==> src/rtl/serial_async_rx.sv <==
// Asynchronous serial receiver: 1 start bit, p_WIDTH data bits LSB first,
// 1 stop bit, p_PERIOD clocks per bit. The received word is held in a
// single-entry buffer with a full/read handshake to the consumer.
//
// state | meaning
// ------+--------------------------------------------------------------
// IDLE  | line idle; waits for a falling edge while armed
// START | counting to mid start bit; rejects glitches
// DATA  | sampling p_WIDTH data bits at mid-bit, LSB first
// STOP  | sampling the stop bit; load word, flag overrun or frame error
module serial_async_rx #(
  parameter int p_WIDTH  = 8,
  parameter int p_PERIOD = 2
) (
  input  logic               i_clk,
  input  logic               i_reset,
  input  logic               i_rx,
  input  logic               i_read,
  output logic [p_WIDTH-1:0] ov_data,
  output logic               o_full,
  output logic               o_busy,
  output logic               o_frame_err,
  output logic               o_overrun
);

  localparam int CW = (p_PERIOD > 2) ? $clog2(p_PERIOD) : 1;
  localparam int IW = (p_WIDTH > 1) ? $clog2(p_WIDTH) : 1;

  localparam logic [CW-1:0] CNT_HALF = CW'(p_PERIOD / 2);
  localparam logic [CW-1:0] CNT_LAST = CW'(p_PERIOD - 1);
  localparam logic [CW-1:0] CNT_ONE  = CW'(1);
  localparam logic [IW-1:0] IDX_LAST = IW'(p_WIDTH - 1);

  typedef enum logic [1:0] {IDLE, START, DATA, STOP} state_t;

  state_t             state_q, state_d;
  logic               sync1_q, sync1_d;
  logic               sync2_q, sync2_d;
  logic [CW-1:0]      cnt_q, cnt_d;
  logic [IW-1:0]      idx_q, idx_d;
  logic [p_WIDTH-1:0] shift_q, shift_d;
  logic               armed_q, armed_d;
  logic [p_WIDTH-1:0] data_q, data_d;
  logic               full_q, full_d;
  logic               ferr_q, ferr_d;
  logic               ovr_q, ovr_d;
  logic               s_rx;

  assign s_rx = sync2_q;

  // State register and all datapath flops, synchronous active-low reset.
  always_ff @(posedge i_clk) begin
    if (!i_reset) begin
      state_q <= IDLE;
      sync1_q <= 1'b1;
      sync2_q <= 1'b1;
      cnt_q   <= '0;
      idx_q   <= '0;
      shift_q <= '0;
      armed_q <= 1'b0;
      data_q  <= '0;
      full_q  <= 1'b0;
      ferr_q  <= 1'b0;
      ovr_q   <= 1'b0;
    end else begin
      state_q <= state_d;
      sync1_q <= sync1_d;
      sync2_q <= sync2_d;
      cnt_q   <= cnt_d;
      idx_q   <= idx_d;
      shift_q <= shift_d;
      armed_q <= armed_d;
      data_q  <= data_d;
      full_q  <= full_d;
      ferr_q  <= ferr_d;
      ovr_q   <= ovr_d;
    end
  end

  // Next-state, bit timing, shift register and buffer handshake.
  always_comb begin
    state_d = state_q;
    sync1_d = i_rx;
    sync2_d = sync1_q;
    cnt_d   = cnt_q;
    idx_d   = idx_q;
    shift_d = shift_q;
    armed_d = armed_q;
    data_d  = data_q;
    full_d  = full_q;
    ferr_d  = 1'b0;
    ovr_d   = ovr_q;

    if (i_read) begin
      full_d = 1'b0;
      ovr_d  = 1'b0;
    end

    case (state_q)
      IDLE: begin
        if (s_rx) begin
          armed_d = 1'b1;
        end else if (armed_q) begin
          state_d = START;
          cnt_d   = CNT_HALF;
          armed_d = 1'b0;
        end
      end
      START: begin
        // The cycle spent detecting the edge counts toward the half bit,
        // so the start sample fires as the counter steps down to zero.
        if (cnt_q <= CNT_ONE) begin
          cnt_d = '0;
          if (!s_rx) begin
            state_d = DATA;
            cnt_d   = CNT_LAST;
            idx_d   = '0;
          end else begin
            state_d = IDLE;
          end
        end else begin
          cnt_d = cnt_q - CNT_ONE;
        end
      end
      DATA: begin
        if (cnt_q == '0) begin
          shift_d[idx_q] = s_rx;
          cnt_d          = CNT_LAST;
          if (idx_q == IDX_LAST) begin
            state_d = STOP;
          end else begin
            idx_d = idx_q + IW'(1);
          end
        end else begin
          cnt_d = cnt_q - CNT_ONE;
        end
      end
      STOP: begin
        if (cnt_q == '0) begin
          state_d = IDLE;
          if (s_rx) begin
            // Stop bit re-arms immediately so back-to-back frames work.
            armed_d = 1'b1;
            if (!full_q || i_read) begin
              data_d = shift_q;
              full_d = 1'b1;
            end else begin
              ovr_d = 1'b1;
            end
          end else begin
            ferr_d = 1'b1;
          end
        end else begin
          cnt_d = cnt_q - CNT_ONE;
        end
      end
      default: state_d = IDLE;
    endcase
  end

  // Outputs taken straight from registered state.
  always_comb begin
    o_busy      = (state_q != IDLE);
    ov_data     = data_q;
    o_full      = full_q;
    o_frame_err = ferr_q;
    o_overrun   = ovr_q;
  end

endmodule

==> config.mk <==
export PLATFORM = sky130hd
export DESIGN_NAME = serial_async_rx
export DESIGN_NICKNAME = d
export VERILOG_FILES = /design/src/rtl/serial_async_rx.sv
export SDC_FILE = /design/constraint.sdc
export NUM_CORES = 1
export LEC_CHECK = 0
export ABC_CLOCK_PERIOD_IN_PS = 1900
export BUFFER_PORTS_ARGS = -buffer_cell sky130_fd_sc_hd__buf_2
export CORE_MARGIN = 5
export CORE_UTILIZATION = 30
export CTS_CLUSTER_SIZE = 25
export DETAILED_ROUTE_END_ITERATION = 7
export GPL_TIMING_DRIVEN = 0
export SLEW_MARGIN = 20
export SYNTH_ARGS = -nofsm -noshare
export SYNTH_HDL_FRONTEND = slang
export SYNTH_SLANG_ARGS = --single-unit
==> constraint.sdc <==
create_clock -name i_clk -period 1.9 [get_ports i_clk]
set_input_delay 0.38 -clock i_clk [delete_from_list [all_inputs] [get_ports i_clk]]
set_output_delay 0.38 -clock i_clk [all_outputs]
set_load 0.1 [all_outputs]
Yosys cells after proc, flatten, opt, wreduce, memory -nomap -nowiden
Index checks and enable logic that the tools add are counted.

word-level totals
  input bits = 4
  logic and storage cells = 83
  flip-flop bits (word level) = 28
  output and inout bits = 12

cells by class
  bitwise logic cells = 3
  $lt $le $gt $ge = 3
  add/sub/neg operators = 2
  muxes and demuxes = 37
  reductions and logical operators = 14
  eq/ne operators = 13

operator list
  cell                                                                   number
  1-bit 2-to-1 mux                                                       20
  2-bit inequality test, second input constant                           9
  2-bit 2-to-1 mux                                                       7
  3-bit 2-to-1 mux                                                       4
  8-bit bitwise mux                                                      1
  2-bit case mux with 4 select lines                                     1
  3-bit case mux with 2 select lines                                     1
  6-bit AND reduction                                                    1
  2-bit nonzero test                                                     3
  5-bit AND reduction                                                    1
  2-bit equality test, second input constant                             2
  3-bit by 4-bit < comparator with 1-bit output, second input constant   1
  1-bit case mux with 4 select lines                                     1
  2-bit AND reduction                                                    2
  4-bit AND reduction                                                    1
  3-bit by 1-bit adder with 3-bit output, second input constant          1
  1-bit demux with 3-bit select                                          1
  3-bit equality test, second input constant                             1
  3-bit by 1-bit >= comparator with 1-bit output, second input constant  1
  1-bit NOT                                                              3
  3-bit AND reduction                                                    1
  3-bit OR reduction                                                     1
  2-bit by 1-bit equality test with 1-bit output, second input constant  1
  2-bit logical NOT                                                      1
  other kinds (6)                                                        6

Longest topological paths before layout
  word-level depth = 6
  depth in mapped cells = 5

Worst setup path after synthesis
Ideal clock, no wire load.

  path kind = register to output
  from = reg (tool-made name)
  to = out o_busy
  buffers on the path = 1
  data arrival time = 1.269 ns
  setup slack = 0.251 ns
  cell stages (with the launch flop) = 4
  cells stage by stage = dfxtp_1 > buf_2 > nor2_1 > inv_1

RTL lines
  what              RTL line  source
  end: declaration  21        output logic o_busy,

==> flow_summary.ini <==
[synth]
yosysUniqueCellTypes = 34
syn_inst = 122
syn_area_per_cell_um2 = 9.81
ys_seq_area_share_pct = 46.8
syn-num-nets = 128
synth-seq-cells = 28
syn-cell-area_um2 = 1200
yosys_warnings = 0

[die]
start_util_pct = 30.4
rows = 23
coreArea_um2 = 3940
die_w_um = 73.2
die_h_um = 73.2
die_area_um2 = 5350
ios = 16

[global_routing]
grt.total_usage_pct = 9.38
grt_max_degree = 16
grt_first_pass_wirelength_um = 3990
overflow = 0
grt_pass1_vias = 912
grt_antenna_before_repair = 0

[sta]
skew_ns = 0.00383
slew_violations = 0
fin_tns_setup_ns = 0
rsz0062_at_grt = no
tightest_slew_ns = 0.488
max_slew_margin_pct = 67.7
timing.final.crit_share_pct = 94.7
fmax_ghz = 0.556
min_period_ns = 1.80
hold_violations = 0
finalSetupViolations = 0

[clock_network]
tritoncts = yes
clk_pin_slew_ns = 0.09
h-tree-depth = 1
cts_buffers = 3
clock_sinks = 28
insertion_delay_ns = 0.27
cts_root_buffer = clkbuf_8
cts.path.max_buffers = 2
post-cts-setup-buffers = 0

[setup_path]
r2r_slack_ns = 0.41
crit_path_end_kind = primary output
reg2reg_from = idx_q[0]$_SDFFE_PN0P_
r2r-end = idx_q[1]$_SDFFE_PN0P_
required_ns = 1.52
arrival_ns = 1.42
critical_path_class = reg -> out
reg2reg_depth = 5
worstSetupStartpointType = flip-flop
critPathCapture = o_busy
critPathMaxFanout = 10

[layout]
multi_input_area_um2 = 584
diodes = 0
nets = 148
final-seq-area_um2 = 561
drive_above_1_share_pct = 19.9
nFillCells = 408
syn_to_final_growth_pct = 16.3

[power]
pwr-share-comb_pct = 4.3
swShare_pct = 20.9
pwr-share-seq_pct = 59.5
p_per_area_nw_per_um2 = 719
total_power_uw = 1000
power_leakage_uw = 0.000596
peakVddDrop_v = 0.000548
clock_power_share_pct = 36.2
p_int_uw = 792
power.switching_uw = 209

[route]
first_pass_iters = 4
routed_wl_um = 2240
drtIter0Drc = 19
routed-via-count = 908
post_drt_wl_per_cell_um = 11.7
drc = 0
ant_nets = 0
viasPerCell = 4.75

[job]
drv_cap = 0

[outcome]
run_status = completed

[placed_design]
place_hpwl_um = 1680
port_buffers = 15
place_congestion = 0.769

[worst_hold_path]
hold_class = in -> reg
worst min-delay path by stage:
stage / to / startpoint / cells past startpoint
after detailed placement: s_rx$_SDFF_PN1_ / sync1_q$_SDFF_PN1_ / 1
after CTS: sync1_q$_SDFF_PN1_ / i_rx / 2
final: sync1_q$_SDFF_PN1_ / i_rx / 2
after floorplan: s_rx$_SDFF_PN1_ / sync1_q$_SDFF_PN1_ / 1
after global routing: sync1_q$_SDFF_PN1_ / i_rx / 2
after global placement: s_rx$_SDFF_PN1_ / sync1_q$_SDFF_PN1_ / 1
logic make-up after synthesis:
family                     Yosys count  share of synthesized area, %
and+or+nand+nor                     52                          23.9
DFF                                 28                          46.8
muxes                               17                          14.2
AOI/OAI and AO/OA                   13                          8.57
buffers and inverters               10                          4.39
adders and majority gates            2                          2.09
power by group through the flow:
stage	combinational (µW)	clock (µW)	sequential, µW
2_1_floorplan	31.4	0	609
3_3_place_gp	41.9	0	610
3_5_place_dp	43.8	0	610
4_1_cts	44.1	380	596
5_1_grt	49.0	391	597
6_report	42.9	362	596
through the flow:
step / setup WS (ns) / instances / hold slack, ns / cell area, µm² / utilization (%)
after floorplan: 0.251 / 122 / 0.386 / 1200 / -
after global placement: 0.277 / 187 / 0.389 / 1340 / 33.9
after detailed placement: 0.264 / 187 / 0.397 / 1340 / 33.9
after CTS: 0.0817 / 191 / 0.274 / 1390 / 35.3
after global routing: 0.0327 / 191 / 0.289 / 1390 / 35.3
final: 0.100 / 191 / 0.281 / 1390 / 35.3
metal layers:
metal | share of wire, % | GRT usage, % | vias to the layer above
met5 | 0 | 0 | -
met4 | 1.5 | 2.46 | 0
met3 | 4.4 | 2.89 | 4
met2 | 47 | 16.3 | 12
met1 | 47 | 11.1 | 429
li1 | - | - | 463
worst max-delay path, cell delays in order (launching register included):
cell and delay, ns:
dfxtp_1 0.45, buf_2 0.25, nor2_1 0.11, inv_1 0.06, buf_4 0.28
cells in the final DEF, fill, tap and decap left out:
cell and count:
a21boi_1 1, a21oi_1 3, a21oi_4 1, a31o_1 1, a32o_1 2, and2_1 2
and3_1 2, buf_1 1, buf_2 17, buf_4 2, buf_6 1, clkbuf_1 1
clkbuf_8 4, dfxtp_1 28, ha_1 2, inv_1 3, mux2i_1 17, nand2_1 20
nand2b_1 4, nand3_1 2, nand4_1 1, nand4b_1 1, nand4b_4 1, nor2_1 5
nor2b_1 3, nor3_1 6, nor3_2 1, nor3b_1 1, nor3b_2 1, o211a_1 1
o21ai_0 2, o21ai_1 1, o311a_1 1, or3_1 1, or3b_1 1
area by class of cell:
class                           count  area share (%)
Tap cell                           50            4.49
Multi-Input combinational cell     84            42.0
Buffer                              7            2.96
Timing Repair Buffer               15            5.57
Clock buffer                        4            3.95
Sequential cell                    28            40.3
Inverter                            3           0.809
synth_stat cells (all sizes together):
master  count  area [µm²]
or3b        1        8.76
dfxtp      28         561
clkbuf      1        3.75
nand4b      2        32.5
o21ai       3        15.0
and2        2        12.5
buf         6        37.5
nor2b       3        18.8
mux2i      17         170
nand3       2        10.0
ha          2        25.0
a21oi       4        31.3
nor3        7        40.0
o211a       1        10.0
a21boi      1        7.51
nand2b      4        25.0
nor2        5        18.8
and3        2        12.5
nand4       1        6.26
nand2      20        75.1
a31o        1        8.76
a32o        2        20.0
inv         3        11.3
or3         1        6.26
nor3b       2        20.0
o311a       1        10.0
repair_timing:
action / CTS / global route
hold buffers: 0 / 0
gates resized for setup: 1 / 0
setup endpoints to repair: 1 / 0
No activity file was read; power rests on OpenSTA's default activity.
